File: config.mk
export PLATFORM = sky130hd
export DESIGN_NAME = pipe_issue_ctrl
export DESIGN_NICKNAME = d
export VERILOG_FILES = /design/src/rtl/pipe_issue_ctrl.sv
export SDC_FILE = /design/constraint.sdc
export NUM_CORES = 1
export LEC_CHECK = 0
export ABC_CLOCK_PERIOD_IN_PS = 4200
export BUFFER_PORTS_ARGS = -buffer_cell sky130_fd_sc_hd__buf_2
export CAP_MARGIN = 5
export CORE_ASPECT_RATIO = 0.9
export CORE_UTILIZATION = 45
export DETAILED_ROUTE_END_ITERATION = 12
export PLACE_DENSITY = 0.69
export RECOVER_POWER = 50
export SLEW_MARGIN = 15
export SYNTH_ARGS = -nofsm -noshare
export SYNTH_HDL_FRONTEND = slang
export SYNTH_SLANG_ARGS = --single-unit
File: constraint.sdc
create_clock -name clk -period 4.2 [get_ports clk]
set_input_delay 0.21 -clock clk [delete_from_list [all_inputs] [get_ports clk]]
set_output_delay 0.21 -clock clk [all_outputs]
set_load 0.01 [all_outputs]
File: src/rtl/pipe_issue_ctrl.sv
// Issue/run controller between IF_ID and ID_EX of the 4-stage 16-bit pipeline.
// A per-register countdown scoreboard holds back RAW hazards; a small FSM handles run/halt/step.
module pipe_issue_ctrl #(
  parameter int NREGS  = 8,
  parameter int WB_LAT = 3,
  parameter int SCNT_W = 16
) (
  input  logic              clk,
  input  logic              reset,
  input  logic              start,
  input  logic              halt_req,
  input  logic              step,
  input  logic              id_valid,
  input  logic [15:0]       id_instr,
  output logic              fetch_en,
  output logic              issue,
  output logic              bubble,
  output logic [NREGS-1:0]  busy_mask,
  output logic [2:0]        state,
  output logic              halted,
  output logic [SCNT_W-1:0] stall_count
);

  localparam int IW = (NREGS > 1) ? $clog2(NREGS) : 1;
  localparam int CW = $clog2(WB_LAT + 1);

  typedef enum logic [2:0] {
    S_IDLE   = 3'd0,
    S_RUN    = 3'd1,
    S_STEP   = 3'd2,
    S_DRAIN  = 3'd3,
    S_HALTED = 3'd4
  } state_e;

  state_e            state_q, state_d;
  logic [CW-1:0]     cnt_q [NREGS];
  logic [CW-1:0]     cnt_d [NREGS];
  logic [NREGS-1:0]  busy_q, busy_d;
  logic [SCNT_W-1:0] scnt_q, scnt_d;
  logic              halted_q, halted_d;

  logic [3:0]    op;
  logic [IW-1:0] rd, rs1, rs2;
  logic          wr_rd, rd_rs1, rd_rs2, hazard, active;
  logic          unused_ok;

  // Register fields wider than the index are masked to their low bits.
  assign op        = id_instr[15:12];
  assign rd        = id_instr[8 +: IW];
  assign rs1       = id_instr[4 +: IW];
  assign rs2       = id_instr[0 +: IW];
  assign unused_ok = ^id_instr;

  always_comb begin
    wr_rd    = (op >= 4'd1) && (op <= 4'd4);
    rd_rs1   = wr_rd;
    rd_rs2   = (op >= 4'd1) && (op <= 4'd3);
    hazard   = id_valid && ((rd_rs1 && busy_q[rs1]) || (rd_rs2 && busy_q[rs2]));
    active   = (state_q == S_RUN) || (state_q == S_STEP);
    issue    = active && id_valid && !hazard;
    fetch_en = ((state_q == S_RUN) && !hazard) || ((state_q == S_STEP) && issue);
    bubble   = !issue;
  end

  // NOTE: every always_comb output gets a default before any branch, so no path can infer a latch.
  always_comb begin
    for (int r = 0; r < NREGS; r++) begin
      cnt_d[r] = cnt_q[r];
      // A fresh load wins over this register's own decrement in the same cycle.
      if (issue && wr_rd && (rd == IW'(r))) begin
        cnt_d[r] = CW'(WB_LAT);
      end else if (cnt_q[r] != '0) begin
        cnt_d[r] = cnt_q[r] - 1'b1;
      end
      busy_d[r] = (cnt_d[r] != '0);
    end
  end

  always_comb begin
    scnt_d = scnt_q;
    if (active && hazard && (scnt_q != '1)) begin
      scnt_d = scnt_q + 1'b1;
    end
  end

  // halt_req outranks start and step in every state.
  always_comb begin
    state_d = state_q;
    case (state_q)
      S_IDLE: begin
        if (halt_req)   state_d = S_DRAIN;
        else if (start) state_d = S_RUN;
      end
      S_RUN: begin
        if (halt_req) state_d = S_DRAIN;
      end
      S_STEP: begin
        if (halt_req || issue) state_d = S_DRAIN;
      end
      S_DRAIN: begin
        if (busy_q == '0) state_d = S_HALTED;
      end
      S_HALTED: begin
        if (halt_req)   state_d = S_DRAIN;
        else if (start) state_d = S_RUN;
        else if (step)  state_d = S_STEP;
      end
      default: state_d = S_IDLE;
    endcase
    halted_d = (state_d == S_HALTED);
  end

  // NOTE: sequential state uses non-blocking assignments so all flops update together at the edge.
  always_ff @(posedge clk) begin
    if (reset) begin
      state_q  <= S_IDLE;
      busy_q   <= '0;
      scnt_q   <= '0;
      halted_q <= 1'b0;
      // NOTE: the scoreboard array is reset on purpose; stale counts after reset would stall fresh code.
      for (int r = 0; r < NREGS; r++) cnt_q[r] <= '0;
    end else begin
      state_q  <= state_d;
      busy_q   <= busy_d;
      scnt_q   <= scnt_d;
      halted_q <= halted_d;
      for (int r = 0; r < NREGS; r++) cnt_q[r] <= cnt_d[r];
    end
  end

  assign busy_mask   = busy_q;
  assign state       = state_q;
  assign halted      = halted_q;
  assign stall_count = scnt_q;

endmodule

==> key figures, run 1 <==
Outcome
  – Status: finished, final reports clean

Worst setup path
  – Worst EP arrival: 2.72 ns
  – Slowest CP cell: a32oi_2
  – Crit end category: primary output
  – Setup CP Type: reg -> out
  – Worst path bufs/invs: 2
  – Crit Path Max Fanout: 20
  – Cells along the critical path: mux2_1, mux4_2, a32oi_2, nand2_1, inv_1, buf_2
  – Worst path top cell family by delay: compound AO/OA/AOI/OAI gates
  – Critical path launch point type: register
  – Max stage delay on crit path: 0.85 ns
  – CP required: 3.99 ns

Synthesis
  – Top cell type's share of synthesized area: 39.9%
  – Register area share after synthesis: 39.9%
  – Post-Syn Area: 0.00221 mm2
  – Synthesized area per cell: 8.94 um2
  – Synthesis Warnings: 0
  – Post-synth EDFFs: 0
  – Commonest cells post-synth: dfxtp_1 (44), nand2_1 (22), nor2_1 (20), a21oi_1 (13), o22ai_1 (13)
  – Async SR Flop Fraction: 0%
  – Cells after synthesis: 247
  – Synthesized flop and latch total: 44
  – Main synth FF type: dfxtp_1
  – Syn nets: 270
  – Leading area contributor after synthesis: dfxtp_1
  – Count leader, synth: dfxtp_1
  – Netlist cell types: 50
  – Synth top area cells: dfxtp_1 (40%), mux2_1 (4.1%), nand2_1 (3.7%), o22ai_1 (3.7%), nor2_1 (3.4%)

Cells and area
  – Filler cells: 435
  – Final net count: 312
  – Number of diodes: 0
  – Share of layout cells above drive strength 1: 16.9%
  – Final instance area: 0.00253 mm2
  – Area delta synth->final: 14.7%

Run
  – Max-Cap Viols: 0

Timing
  – RSZ-0062 raised after global routing: false
  – Max Fclk: 0.342 GHz
  – Crit path time final: 2.93 ns
  – Clock Skew: 0.00605 ns
  – Final setup viols: 0
  – Worst-Margin Slew: 1.10 ns
  – Max-slew violation count: 0
  – Endpoints failing hold: 0
  – Setup tns final: 0 ns
  – Fin crit share: 69.7%
  – Slew headroom: 27.0%

Placement
  – IO Port Bufs: 49
  – Final GP Congestion: 0.802
  – Detail Placement HPWL: 3290 um
  – Post-DP Area: 0.00245 mm2

Clocking
  – Hold-fix buffers, CTS: 0
  – Root Driver: clkbuf_8
  – CTS Buffer Depth: 2
  – Worst skew pair latency: 0.29 ns
  – CTS-repair resized insts: 0
  – CTS buffer count: 5
  – Clock sinks: 44
  – H-tree Lvls: 2
  – Worst-path clk slew: 0.08 ns
  – Number of setup buffers added after CTS: 0
  – CTS tree: yes

Drt
  – DRT Wirelength: 4590 um
  – Avg WL per Cell: 13.0 um
  – Initial DRC Count: 112
  – Mean number of vias per cell: 5.61
  – DRC errors left: 0
  – 1st-pass router iterations: 4
  – Antenna-violating nets left: 0
  – Via count: 1,974

Pwr
  – PwrDens: 353 mW/mm2
  – Pleak: 0.861 nW
  – Maximum vdd drop: 294 uV

Floorplan
  – Initial Utilization: 48.2%
  – Die Span X: 75.8 um
  – Core area: 0.00458 mm2
  – FP Rows: 23
  – Die Y: 68.4 um
  – I/O Pins: 53
  – Die area: 0.00519 mm2

GRT
  – First-pass GRT wire length: 7560 um
  – Initial antenna violation count: 0
  – Vias in the first global route: 1,705
  – Global Route Usage Sum: 19.1%
  – Largest net degree at the start of global routing: 56
  – Total gr overflow: 0

Min path
  – Tightest Hold Check Type: in -> reg
==> routing by layer <==
layer,track usage [%],routed length (um)
met5,0,0
met4,6.25,64
met1,26.9,2460
met3,3.68,270
met2,29.3,1800
==> layout by cell type, fill, tap and decap left out, drive strengths merged, types with 8 or more instances in the layout <==
master  count
mux2       11
a21oi      13
nand2      22
dfxtp      44
o21ai       9
o22ai      16
inv        12
o32ai       8
clkbuf     35
nor2       20
nor3        8
buf        22
nor2b       8
==> path summary, 6_finish.rpt <==
kind / from / endpoint / slack [ns] / cells after the start
min: step / state[2] / 0.23 / 4
min reg2reg: cnt_q[1][4] / cnt_q[1][4] / 0.46 / 1
max reg2reg: busy_mask[3] / stall_count[6] / 1.56 / 5
max: busy_mask[3] / issue / 1.27 / 6
==> stage by stage <==
| step | hold slack, ns | setup slack, ns | power (W) | std cells | util [%] |
|---|---|---|---|---|---|
| final | 0.226 | 1.27 | 0.000893 | 352 | 55.3 |
| after global routing | 0.247 | 1.07 | 0.000943 | 352 | 55.3 |
| after CTS | 0.216 | 1.26 | 0.000908 | 352 | 56.2 |
| after detailed placement | 0.453 | 1.49 | 0.000566 | 344 | 53.5 |
| after global placement | 0.445 | 1.54 | 0.000566 | 344 | 53.5 |
| after floorplan | 0.384 | 2.15 | 0.000532 | 247 | - |
==> cell families after synthesis <==
family,share of synthesized area (%)
xor+xnor,0.397
flops,39.9
compound gates,19.3
simple gates,24.8
mux,8.56
buf+inv,6.41
fa+ha+maj,0.567
==> state kept, by name, indices dropped and copies added (netlist names) <==
name / cells
cnt_q: 16
stall_count: 16
busy_mask: 8
state: 3
halted: 1
==> report_power, final <==
| part | total (W) | leakage (nW) | internal, W | switching (W) |
|---|---|---|---|---|
| Sequential | 0.000437 | 0.355 | 0.000425 | 0.0000122 |
| Combinational | 0.000118 | 0.445 | 0.0000470 | 0.0000711 |
| Clock | 0.000338 | 0.0614 | 0.000194 | 0.000144 |
| Total | 0.000893 | 0.861 | 0.000666 | 0.000227 |
==> area by class of cell <==
class                           instances  area (um2)  share of cell area, %
Clock buffer                            6        82.6                   3.26
Tap cell                               62        77.6                   3.06
Sequential cell                        44         881                   34.8
Multi-Input combinational cell        175        1180                   46.8
Inverter                               12        45.0                   1.78
Timing Repair Buffer                   51         221                   8.75
Clock inverter                          2        38.8                   1.53
==> worst min-delay path: cells and delay by family <==
kind,cells,cell delay (ns)
AO/OA/AOI/OAI,1,0.06
AND/OR/NAND/NOR,2,0.12
buffers and inverters,1,0.09
Note: power is estimated with default switching activity, not from simulation.
==> run 2: changes to the inputs <==
- ABC_CLOCK_PERIOD_IN_PS: 4200 -> 2600
- PLACE_DENSITY: 0.69 -> 0.72
- clock period: 4.2 -> 2.6 ns (I/O delays scaled with it)
==> run 2 against run 1 <==
Net effect: non-clock buffer count grew 3; total power grew 60%; register-to-register slack lost 1.3 ns; utilization grew 0.19 points; largest power group unchanged; wire length shrank 1.7%; critical path type is now reg -> reg; sequential cell count is the same; sequential power grew 62%.
==> key figures, run 2 (synthesis results as in run 1) <==
Outcome
  – Status: finished, final reports clean

Worst setup path
  – Slowest CP cell: mux4_2
  – Worst EP arrival: 2.60 ns
  – R2R depth: 6
  – Setup crit start: busy_mask[7]
  – CP required: 2.81 ns
  – Crit end category: register
  – Setup CP Type: reg -> reg
  – R2R Path Start: busy_mask[7]
  – WP depth: 6
  – Worst path bufs/invs: 1
  – Worst path top cell family by delay: multiplexers
  – Cells along the critical path: mux2_1, mux4_2, a32oi_2, buf_4, nand3_1, o22ai_1
  – Max stage delay on crit path: 0.48 ns
  – Crit Path Max Fanout: 23
  – Critical path launch point type: register

Clocking
  – Root Driver: clkbuf_8
  – CTS Buffer Depth: 2
  – CTS tree: yes
  – H-tree Lvls: 2
  – CTS-repair resized insts: 0
  – Hold-fix buffers, CTS: 0
  – Worst-path clk slew: 0.09 ns
  – Number of setup buffers added after CTS: 0
  – CTS buffer count: 5
  – Worst skew pair latency: 0.30 ns
  – Clock sinks: 44

Floorplan
  – Die Y: 68.4 um
  – Core area: 0.00458 mm2
  – FP Rows: 23
  – Initial Utilization: 48.2%
  – Die area: 0.00519 mm2
  – I/O Pins: 53
  – Die Span X: 75.8 um

Placement
  – IO Port Bufs: 49
  – Final GP Congestion: 0.804
  – Detail Placement HPWL: 3220 um
  – Post-DP Area: 0.00247 mm2

Pwr
  – Pleak: 0.877 nW
  – Maximum vdd drop: 248 uV
  – PwrDens: 564 mW/mm2

Drt
  – Mean number of vias per cell: 5.57
  – DRC errors left: 0
  – Antenna-violating nets left: 0
  – DRT Wirelength: 4520 um
  – Avg WL per Cell: 12.7 um
  – Initial DRC Count: 69
  – Via count: 1,978
  – 1st-pass router iterations: 6

Cells and area
  – Final instance area: 0.00254 mm2
  – Most frequent cells in the layout: dfxtp_1 (44), clkbuf_1 (28), nand2_1 (22)
  – Share of layout cells above drive strength 1: 17.7%
  – Area delta synth->final: 15.1%
  – Final net count: 315
  – Filler cells: 427
  – Commonest non-fill, non-tap cell in the layout: dfxtp_1
  – Number of diodes: 0

Timing
  – Max-slew violation count: 0
  – RSZ-0062 raised after global routing: false
  – Final setup viols: 0
  – Crit path time final: 2.39 ns
  – Max Fclk: 0.419 GHz
  – Fin crit share: 91.8%
  – Slew headroom: 38.7%
  – Endpoints failing hold: 0
  – Setup tns final: 0 ns
  – Hold WS: 0.133 ns
  – Worst-Margin Slew: 0.920 ns
  – Clock Skew: 0.00810 ns

GRT
  – First-pass GRT wire length: 7370 um
  – Total gr overflow: 0
  – Global Route Usage Sum: 18.7%
  – Initial antenna violation count: 0
  – Vias in the first global route: 1,740
  – Largest net degree at the start of global routing: 56

Min path
  – Tightest Hold Check Type: in -> reg
  – Hold Path Cell Cnt: 3
  – Min-delay src: halt_req

Run
  – Max-Cap Viols: 0
==> run 2: cell types whose count changed in the layout (fill, tap and decap cells not counted) <==
cell      before  now
buf_4          1    5
clkbuf_1      29   28
clkbuf_8       6    5
clkinv_4       1    2
nand3_1        4    5
nand3_4        1    0
==> run 2: worst min-delay path: cells and delay by family <==
kind | cells | cell delay (ns)
AO/OA/AOI/OAI | 1 | 0.09
buffers and inverters | 2 | 0.18
==> run 2: per-layer routing <==
| layer | GRT usage (%) | wire length [um] | up-vias |
|---|---|---|---|
| li1 | - | - | 1003 |
| met1 | 23.1 | 2180 | 914 |
| met2 | 31.5 | 1970 | 55 |
| met3 | 4.42 | 293 | 6 |
| met4 | 7.18 | 71 | 0 |
| met5 | 0 | 0 | - |
==> run 2: cell type report <==
cell class	instances	area (um2)	share of cell area, %
tap	62	77.6	3.05
clock buffer	5	68.8	2.71
clock inverter	3	47.5	1.87
inverter	12	45.0	1.77
timing repair buffer	54	248	9.75
sequential	44	881	34.7
multi-input combinational	175	1170	46.2
==> run 2: report_power, final <==
part | switching [W] | internal (W) | total (W)
Clock | 0.000242 | 0.000289 | 0.000531
Sequential | 0.0000207 | 0.000686 | 0.000707
Combinational | 0.000114 | 0.0000804 | 0.000194
==> run 2: final timing paths <==
check	end	slack, ns
worst max-delay path	cnt_q[1][5]	0.21
worst max register to register	cnt_q[1][5]	0.21
worst min register to register	cnt_q[1][6]	0.46
worst min-delay path	state[0]	0.13
==> run 2: per-stage QoR <==
step	worst slack (ns)	utilization (%)	total power [W]	cells
2_1_floorplan	0.551	-	0.000860	247
3_3_place_gp	0.497	54.0	0.000919	347
3_5_place_dp	0.465	54.0	0.000921	347
4_1_cts	0.245	56.5	0.00145	355
5_1_grt	0.0825	55.5	0.00150	355
6_report	0.212	55.5	0.00143	355
